===== src/rtl/rr_arbiter8_if.sv =====
// Handshake bundle between eight requesters, the round-robin arbiter and the
// single downstream consumer fed through the 8:1 select mux.
interface rr_arbiter8_if;
   logic [7:0] req;
   logic [7:0] req_rdy;
   logic [2:0] sel;
   logic [7:0] grant;
   logic       out_val;
   logic       out_rdy;

   modport master (
      input  req,
      input  out_rdy,
      output req_rdy,
      output sel,
      output grant,
      output out_val
   );

   modport slave (
      output req,
      output out_rdy,
      input  req_rdy,
      input  sel,
      input  grant,
      input  out_val
   );
endinterface


===== src/rtl/rr_arbiter8.sv =====
// 8-way round-robin arbiter; grant, select and per-requester ready are combinational
// so a transfer completes in the same cycle the grant appears.
//
//   state | meaning
//   IDLE  | pick the first requester at or after ptr each cycle
//   HOLD  | downstream stalled; keep granting held_idx until out_rdy
module rr_arbiter8 #(
   parameter int p_reset_ptr = 0
) (
   input  logic          clk,
   input  logic          rst,
   rr_arbiter8_if.master bus
);

   typedef enum logic {
      IDLE = 1'b0,
      HOLD = 1'b1
   } state_t;

   state_t     state_q, state_d;
   logic [2:0] ptr_q, ptr_d;
   logic [2:0] held_idx_q, held_idx_d;

   logic       win_found;
   logic [2:0] win_idx;
   logic       val_c;
   logic [2:0] sel_c;
   logic [7:0] grant_c;
   logic       xfer_c;

   always_comb begin
      win_found = 1'b0;
      win_idx   = 3'd0;
      for (int k = 0; k < 8; k++) begin
         if (!win_found && bus.req[ptr_q + 3'(k)]) begin
            win_found = 1'b1;
            win_idx   = ptr_q + 3'(k);
         end
      end
   end

   // Reset masks the outputs so a grant pending in HOLD cannot transfer.
   always_comb begin
      val_c   = 1'b0;
      sel_c   = 3'd0;
      grant_c = 8'd0;
      if (!rst) begin
         if (state_q == HOLD) begin
            val_c = 1'b1;
            sel_c = held_idx_q;
         end else begin
            val_c = win_found;
            sel_c = win_idx;
         end
         if (val_c) begin
            grant_c = 8'd1 << sel_c;
         end
      end
      xfer_c = val_c && bus.out_rdy;
   end

   assign bus.out_val = val_c;
   assign bus.sel     = sel_c;
   assign bus.grant   = grant_c;
   assign bus.req_rdy = xfer_c ? grant_c : 8'd0;

   always_comb begin
      state_d    = state_q;
      ptr_d      = ptr_q;
      held_idx_d = held_idx_q;
      if (xfer_c) begin
         ptr_d   = sel_c + 3'd1;
         state_d = IDLE;
      end else if (val_c && state_q == IDLE) begin
         state_d    = HOLD;
         held_idx_d = win_idx;
      end
   end

   always_ff @(posedge clk) begin
      if (rst) begin
         state_q    <= IDLE;
         ptr_q      <= 3'(p_reset_ptr);
         held_idx_q <= 3'd0;
      end else begin
         state_q    <= state_d;
         ptr_q      <= ptr_d;
         held_idx_q <= held_idx_d;
      end
   end

endmodule

===== src/flat_wrapper.sv =====
// flat-port wrapper written by rule: the top's interface ports become plain ports
module rr_arbiter8_flat 
#(
   parameter int p_reset_ptr = 0
)
  (clk, rst, bus_req, bus_out_rdy, bus_req_rdy, bus_sel, bus_grant, bus_out_val);
  rr_arbiter8_if bus_i ();
  input  logic clk;
  input  logic rst;
  input wire logic [$bits(bus_i.req)-1:0] bus_req;
  input wire logic [$bits(bus_i.out_rdy)-1:0] bus_out_rdy;
  output wire logic [$bits(bus_i.req_rdy)-1:0] bus_req_rdy;
  output wire logic [$bits(bus_i.sel)-1:0] bus_sel;
  output wire logic [$bits(bus_i.grant)-1:0] bus_grant;
  output wire logic [$bits(bus_i.out_val)-1:0] bus_out_val;
  assign bus_i.req = bus_req;
  assign bus_i.out_rdy = bus_out_rdy;
  assign bus_req_rdy = bus_i.req_rdy;
  assign bus_sel = bus_i.sel;
  assign bus_grant = bus_i.grant;
  assign bus_out_val = bus_i.out_val;
  rr_arbiter8 #(.p_reset_ptr(p_reset_ptr)) u_core (.clk(clk), .rst(rst), .bus(bus_i));
endmodule

===== config.mk =====
export PLATFORM = sky130hd
export DESIGN_NAME = rr_arbiter8_flat
export DESIGN_NICKNAME = d
export VERILOG_FILES = /design/src/rtl/rr_arbiter8_if.sv /design/src/rtl/rr_arbiter8.sv /design/src/flat_wrapper.sv
export SDC_FILE = /design/constraint.sdc
export NUM_CORES = 1
export LEC_CHECK = 0
export ABC_CLOCK_PERIOD_IN_PS = 4500
export CORE_MARGIN = 1.5
export CORE_UTILIZATION = 47
export DETAILED_ROUTE_END_ITERATION = 6
export PLACE_DENSITY = 0.77
export SLEW_MARGIN = 20
export SYNTH_ARGS = -nofsm -noshare
export SYNTH_HDL_FRONTEND = slang
export SYNTH_SLANG_ARGS = --single-unit

===== constraint.sdc =====
create_clock -name clk -period 4.5 [get_ports clk]
set_input_delay 1.35 -clock clk [delete_from_list [all_inputs] [get_ports clk]]
set_output_delay 1.35 -clock clk [all_outputs]
set_load 0.01 [all_outputs]

==> impl_metrics.csv, run 1 <==
group,metric,value,unit
detailed_routing,highest_layer,"met4",
place,place_area,0.00226,mm²
sta,finalCritPeriodShare,1.14,
floorplanning,io-pin-count,31,
clock_network,holdBufCountCts,0,
worst_setup_path,cp.required,3.15,ns
sta,slew_headroom,0.705,
sta,rsz0062_at_grt,"yes",
global_route,antenna_found_initial,0,
cells_and_area,syn_to_final_growth,67.5,%
synthesis,synth_nets,179,
global_route,grt_max_degree,18,
clock_network,cts_tree,"built",
detailed_routing,via_count,1989,
synthesis,synth_area_leaders,"mux4_2 (14%), dfxtp_1 (9.0%), mux2_2 (8.0%)",
place,dp.cells,276,
place,dpl.hpwl,4.16,mm
sta,whs,0.503,ns
worst_setup_path,setup.worst_path.start_class,"primary input",
worst_setup_path,cp_max_fo,5,
synthesis,syn_inst,165,
sta,final.min_clock_period,5.15,ns
cells_and_area,finalInstanceArea,0.00261,mm²
clock_network,clock_sinks,7,
synthesis,synth_most_common_cell,"nor2_1",
clock_network,cts_max_path_buffers,2,
sta,layout_setup_ws,-0.645,ns
power_and_ir_drop,cellPowerDensity,887,mW/mm²
sta,finalSetupViolCount,20,
clock_network,cts_inserted_buffers,3,
cells_and_area,utilization,0.840,
synthesis,synth_area_per_cell,9.43,µm²
place,post-place-ws,-1.51,ns
detailed_routing,routed_via_density,6.48,
sta,maxSlewViolCount,0,
cells_and_area,final_cells,307,
sta,hold_viol_final,0,
detailed_routing,ant_nets,0,
place,port_buffers,30,
detailed_routing,dr.pass1.iters,6,
synthesis,synth.yosys.seq_area_share,0.0900,
power_and_ir_drop,seqPwrFrac,0.044,
clock_network,worst_skew_pair.late_latency,0.26,ns
outcome,violations,"negative setup slack",
global_route,grt_pass1_wl,9.23,mm
worst_setup_path,cp_cell_sequence,"buf_8, buf_4, mux2_4, mux4_2, a211oi_4, and4_4, o31ai_4, nand3b_1, buf_6, nor3_2, buf_2",
detailed_routing,wl_met3,449,µm
synthesis,yosysWarnings,0,
global_route,grt-ovfl-total,0,
global_route,track_usage,0.345,
worst_setup_path,critPathKind,"in -> out",
power_and_ir_drop,combPwrFrac,0.930,
clock_network,cts.clk_slew.worst_paths,0.06,ns
synthesis,synthFlopType,"dfxtp_1",
synthesis,ys_types,53,
synthesis,netlist_area,0.00156,mm²
cells_and_area,fin_nets,278,
power_and_ir_drop,p_leak,1.10,nW
worst_setup_path,crit_buf_inv,4,
floorplanning,dieArea,0.00367,mm²
synthesis,synthArstFlopShare,0,
detailed_routing,wl,6.52,mm
floorplanning,coreArea,0.00310,mm²
floorplanning,die_w,60.5,µm
synthesis,yosys.area.top_type,"mux4_2",
power_and_ir_drop,power_switching,1.10,mW
power_and_ir_drop,p_int,1.21,mW
worst_setup_path,cpMaxStageDelayCell,"mux4_2",
worst_setup_path,arrival,3.80,ns
sta,fin_setup_tns,-11.24,ns
outcome,status,"finished, violations left",
sta,skew,0.00398,ns
run,max-cap-violations,0,
clock_network,cts_root_buf,"clkbuf_4",
clock_network,htreeDepth,1,
detailed_routing,drc,0,
sta,fmax,194,MHz
cells_and_area,antenna_cells,0,
floorplanning,rows,20,
power_and_ir_drop,clockPowerShare,0.027,
synthesis,synth_seq_cells,7,
power_and_ir_drop,swShare,0.477,
cells_and_area,drive_gt1_frac,0.654,
detailed_routing,wl_per_cell,21.2,µm
synthesis,synth_edf_count,0,
global_route,grt_pass1_vias,1942,
detailed_routing,drt-met1-wl,2.40,mm
min_path,hp-class,"reg -> reg",
synthesis,synthTopCellsByCount,"nor2_1 (16), mux2_2 (11), mux2i_1 (10), mux4_2 (10), nand2_1 (8)",
worst_setup_path,crit_family,"multiplexers",
floorplanning,die_h,60.5,µm
worst_setup_path,cpPeakStageDelay,0.59,ns
worst_setup_path,worstSetupEndpointType,"output pin",
synthesis,synth_top_area_share,0.145,
power_and_ir_drop,ir_worst_vdd,0.487,mV
detailed_routing,wl_met2,3.33,mm
sta,worstMarginPinSlew,0.443,ns
detailed_routing,drt_iter0_drc,179,
power_and_ir_drop,power,2.31,mW
floorplanning,start_util,0.502,
place,routabilityCongestion,0.846,
## cell type report
cell class | count | area, µm²
tap | 44 | 55.1
timing repair buffer | 104 | 840
inverter | 7 | 26.3
sequential | 7 | 140
multi-input combinational | 141 | 1520
clock buffer | 4 | 26.3
fill | 176 | 495
## cells by family after synthesis
group / Yosys count / share of synthesized area
and+or+nand+nor: 62 / 0.227
AOI/OAI and AO/OA: 36 / 0.220
muxes: 36 / 0.356
buffers and inverters: 17 / 0.0603
DFF: 7 / 0.0900
xor gates and xnor gates: 4 / 0.0225
adders and majority gates: 3 / 0.0241
## timing repair
item / 4_1_cts / 5_1_grt
setup endpoints to repair: 21 / 20
setup buffers: 22 / 8
pin swaps: 25 / 12
resized for setup: 155 / 17
## path summary, 6_finish.rpt
kind	start	end	slack, ns	cells past startpoint
max	bus_req[5]	bus_req_rdy[4]	-0.65	11
min	u_core.held_idx_q[0]	u_core.held_idx_q[0]	0.50	2
max reg2reg	u_core.ptr_q[1]	u_core.ptr_q[2]	0.41	16
min reg2reg	u_core.held_idx_q[0]	u_core.held_idx_q[0]	0.50	2
## metal layers
layer,vias to the layer above,track usage
met1,974,0.396
met3,45,0.0810
li1,852,-
met2,118,0.607
met5,-,0
met4,0,0.161
## sequential cells by signal (all words and copies together) (netlist names)
register,cells
u_core.state_q,1
u_core.held_idx_q,3
u_core.ptr_q,3
## power groups by stage
stage	clock, mW	sequential [mW]	combinational [mW]
detailed placement	0	0.101	1.62
global placement	0	0.0990	1.54
CTS	0.0616	0.0999	1.91
finish	0.0618	0.101	2.15
floorplan	0	0.0888	1.03
global route	0.0644	0.103	2.23
## worst register-to-register path: stages (launching register included)
cell      delay, ns
dfxtp_1        0.34
clkinv_1       0.08
ha_1           0.56
buf_4          0.22
mux2i_1        0.12
mux4_2         0.54
and4bb_4       0.25
a221o_1        0.36
a31oi_4        0.26
buf_4          0.15
buf_4          0.10
buf_4          0.11
nor2_4         0.04
buf_4          0.13
ha_1           0.20
and4_1         0.16
a311o_1        0.33
## cell usage in the layout, fill, tap and decap left out, types with 3 or more instances in the layout
cell,n
nand3_1,4
and2_1,5
buf_6,19
nand3b_1,3
mux2_2,10
clkbuf_4,3
o22ai_1,3
inv_1,4
nand2_1,7
nand2b_1,6
buf_4,68
a21oi_1,3
mux4_2,10
dfxtp_1,7
ha_1,3
mux2i_2,3
buf_2,13
nor2_4,5
nor2_1,7
mux4_1,3
nor3_2,7
mux2i_1,7
nor2_2,4
No activity file was read; power rests on OpenSTA's default activity.
==> run 2, diff against run 1 <==
==> constraint.sdc (replaced) <==
create_clock -name clk -period 4.5 [get_ports clk]
set_input_delay 1.35 -clock clk [delete_from_list [all_inputs] [get_ports clk]]
set_output_delay 1.35 -clock clk [all_outputs]
set_load 0.005 [all_outputs]
==> run 2 against run 1 <==
  * The flow still finishes with violations (negative setup slack)
  * Sequential power about the same
  * Critical endpoint is now bus_sel[0]
  * Setup slack got worse by 0.052 ns
  * Design area decreased by 1.1%
  * Wire length decreased by 1.2%
  * Maximum frequency decreased by 0.99%
  * Largest cell class unchanged
  * Sequential share of layout area increased by 0.060 points
  * Sequential cell count unchanged
  * Combinational power about the same
==> impl_metrics.csv, run 2 (synthesis gave the netlist of run 1 again) <==
group,metric,value,unit
outcome,status,"finished, violations left",
outcome,violations,"negative setup slack",
detailed_routing,wl_per_cell,21.2,µm
floorplanning,start_util,0.502,
global_route,grt_max_degree,18,
detailed_routing,via_count,2020,
clock_network,cts_max_path_buffers,2,
run,max-cap-violations,0,
floorplanning,io-pin-count,31,
power_and_ir_drop,p_int,1.22,mW
worst_setup_path,cpPeakStageDelay,0.50,ns
sta,skew,0.000374,ns
floorplanning,dieArea,0.00367,mm²
clock_network,clock_sinks,7,
clock_network,worst_skew_pair.late_latency,0.27,ns
worst_setup_path,cp_max_fo,7,
cells_and_area,syn_to_final_growth,65.7,%
worst_setup_path,cpMaxStageDelayCell,"mux4_2",
cells_and_area,final_cells,304,
sta,maxSlewViolCount,0,
power_and_ir_drop,power_switching,1.08,mW
sta,fmax,192,MHz
worst_setup_path,cp_cell_sequence,"buf_8, mux4_2, mux2_4, nand4b_1, buf_4, o211ai_1, a31oi_4, buf_4, buf_6, buf_4, buf_4, nor2_4, clkdlybuf4s15_2",
sta,hold_viol_final,0,
power_and_ir_drop,clockPowerShare,0.028,
sta,worstMarginPinSlew,0.474,ns
place,dp.cells,267,
cells_and_area,fillers,181,
place,routabilityCongestion,0.915,
worst_setup_path,worstSetupEndpointType,"output pin",
detailed_routing,routed_via_density,6.64,
floorplanning,rows,20,
detailed_routing,drc,0,
cells_and_area,drive_gt1_frac,0.642,
detailed_routing,drt_iter0_drc,137,
power_and_ir_drop,swShare,0.469,
min_path,hp-class,"reg -> reg",
place,port_buffers,30,
power_and_ir_drop,ir_worst_vdd,0.591,mV
cells_and_area,antenna_cells,0,
detailed_routing,wl,6.44,mm
cells_and_area,fin_nets,275,
worst_setup_path,crit_family,"buffers and inverters",
clock_network,cts_inserted_buffers,3,
power_and_ir_drop,seqPwrFrac,0.044,
sta,finalSetupViolCount,20,
worst_setup_path,cp.required,3.15,ns
clock_network,htreeDepth,1,
global_route,grt_pass1_wl,9.22,mm
power_and_ir_drop,power,2.30,mW
detailed_routing,dr.pass1.iters,4,
global_route,grt_pass1_vias,1894,
sta,finalCritPeriodShare,1.15,
sta,slew_headroom,0.682,
clock_network,cts_root_buf,"clkbuf_4",
sta,final.min_clock_period,5.20,ns
global_route,grt-ovfl-total,0,
global_route,antenna_found_initial,0,
worst_setup_path,cp_common_cell,"buf_4",
clock_network,cts.clk_slew.worst_paths,0.06,ns
worst_setup_path,critPathKind,"in -> out",
worst_setup_path,setup.worst_path.start_class,"primary input",
power_and_ir_drop,cellPowerDensity,892,mW/mm²
cells_and_area,layout_common_cells,"buf_4 (59), buf_6 (20), buf_2 (14)",
floorplanning,die_h,60.5,µm
detailed_routing,ant_nets,0,
worst_setup_path,crit_buf_inv,7,
clock_network,cts_tree,"built",
sta,rsz0062_at_grt,"yes",
power_and_ir_drop,p_leak,1.08,nW
cells_and_area,mostFrequentLayoutCell,"buf_4",
worst_setup_path,arrival,3.85,ns
sta,layout_setup_ws,-0.697,ns
place,dpl.hpwl,3.84,mm
power_and_ir_drop,combPwrFrac,0.928,
global_route,track_usage,0.336,
floorplanning,coreArea,0.00310,mm²
cells_and_area,reg_top3,"u_core.held_idx_q: 3 flops, u_core.ptr_q: 3 flops, u_core.state_q: 1 flops",
floorplanning,die_w,60.5,µm
==> run 2: cell count changes in the layout (fill, tap and decap cells not counted), moves of 2 or more <==
| cell | change |
|---|---|
| a32oi_2 | -2 |
| dlygate4sd2_1 | +2 |
| nor2_2 | -2 |
| nor2_1 | +5 |
| nor2_4 | -3 |
| a32oi_1 | +2 |
| buf_4 | -9 |
==> run 2: worst reg2reg max path: cells and delay by family (launching register included) <==
| family | cells | cell delay (ns) |
|---|---|---|
| compound gates | 3 | 0.93 |
| fa+ha+maj | 2 | 0.71 |
| buf+inv | 7 | 0.83 |
| flops | 1 | 0.35 |
| mux | 2 | 0.62 |
| simple gates | 3 | 0.44 |
==> run 2: area by class of cell <==
| type | count | area, µm² | area share |
|---|---|---|---|
| Multi-Input combinational cell | 141 | 1510 | 0.585 |
| Timing Repair Buffer | 101 | 822 | 0.319 |
| Sequential cell | 7 | 140 | 0.0543 |
| Tap cell | 44 | 55.1 | 0.0213 |
| Inverter | 7 | 27.5 | 0.0107 |
| Clock buffer | 4 | 26.3 | 0.0102 |
==> run 2: layer usage <==
metal | global-route usage | vias up | routed length, µm
met2 | 0.599 | 162 | 3180
li1 | - | 839 | -
met3 | 0.0768 | 54 | 557
met1 | 0.397 | 965 | 2370
met5 | 0 | - | 0
met4 | 0.115 | 0 | 335
==> run 2: what timing repair did <==
action / CTS / global route
pin swaps: 19 / 13
hold buffers: 0 / 0
buffers inserted: 24 / 10
setup endpoints to repair: 20 / 20
gates resized for setup: 124 / 42
==> run 2: through the flow <==
| step | worst slack [ns] | setup TNS [ns] | util | hold WS, ns | instance area [µm²] |
|---|---|---|---|---|---|
| floorplan | -0.187 | -1.41 | - | 0.446 | 1610 |
| global placement | -1.35 | -24.77 | 0.703 | 0.458 | 2180 |
| detailed placement | -1.44 | -26.30 | 0.703 | 0.463 | 2180 |
| CTS | -0.597 | -9.50 | 0.788 | 0.472 | 2440 |
| global route | -0.777 | -11.99 | 0.831 | 0.548 | 2580 |
| finish | -0.697 | -10.84 | 0.831 | 0.535 | 2580 |
==> run 2: power by group through the flow <==
stage	Clock, mW	Sequential (mW)	Combinational, mW
2_1_floorplan	0	0.0888	0.997
3_3_place_gp	0	0.0981	1.44
3_5_place_dp	0	0.100	1.50
4_1_cts	0.0635	0.0989	1.80
5_1_grt	0.0686	0.102	2.22
6_report	0.0641	0.101	2.13
==> run 2: worst paths after layout <==
kind / slack, ns / depth (start not counted) / endpoint / startpoint
worst max-delay path: -0.70 / 13 / bus_sel[0] / bus_req[1]
worst min-delay path: 0.53 / 2 / u_core.held_idx_q[1] / u_core.held_idx_q[1]
worst max register to register: 0.51 / 17 / u_core.ptr_q[2] / u_core.ptr_q[1]
worst min register to register: 0.53 / 2 / u_core.held_idx_q[1] / u_core.held_idx_q[1]
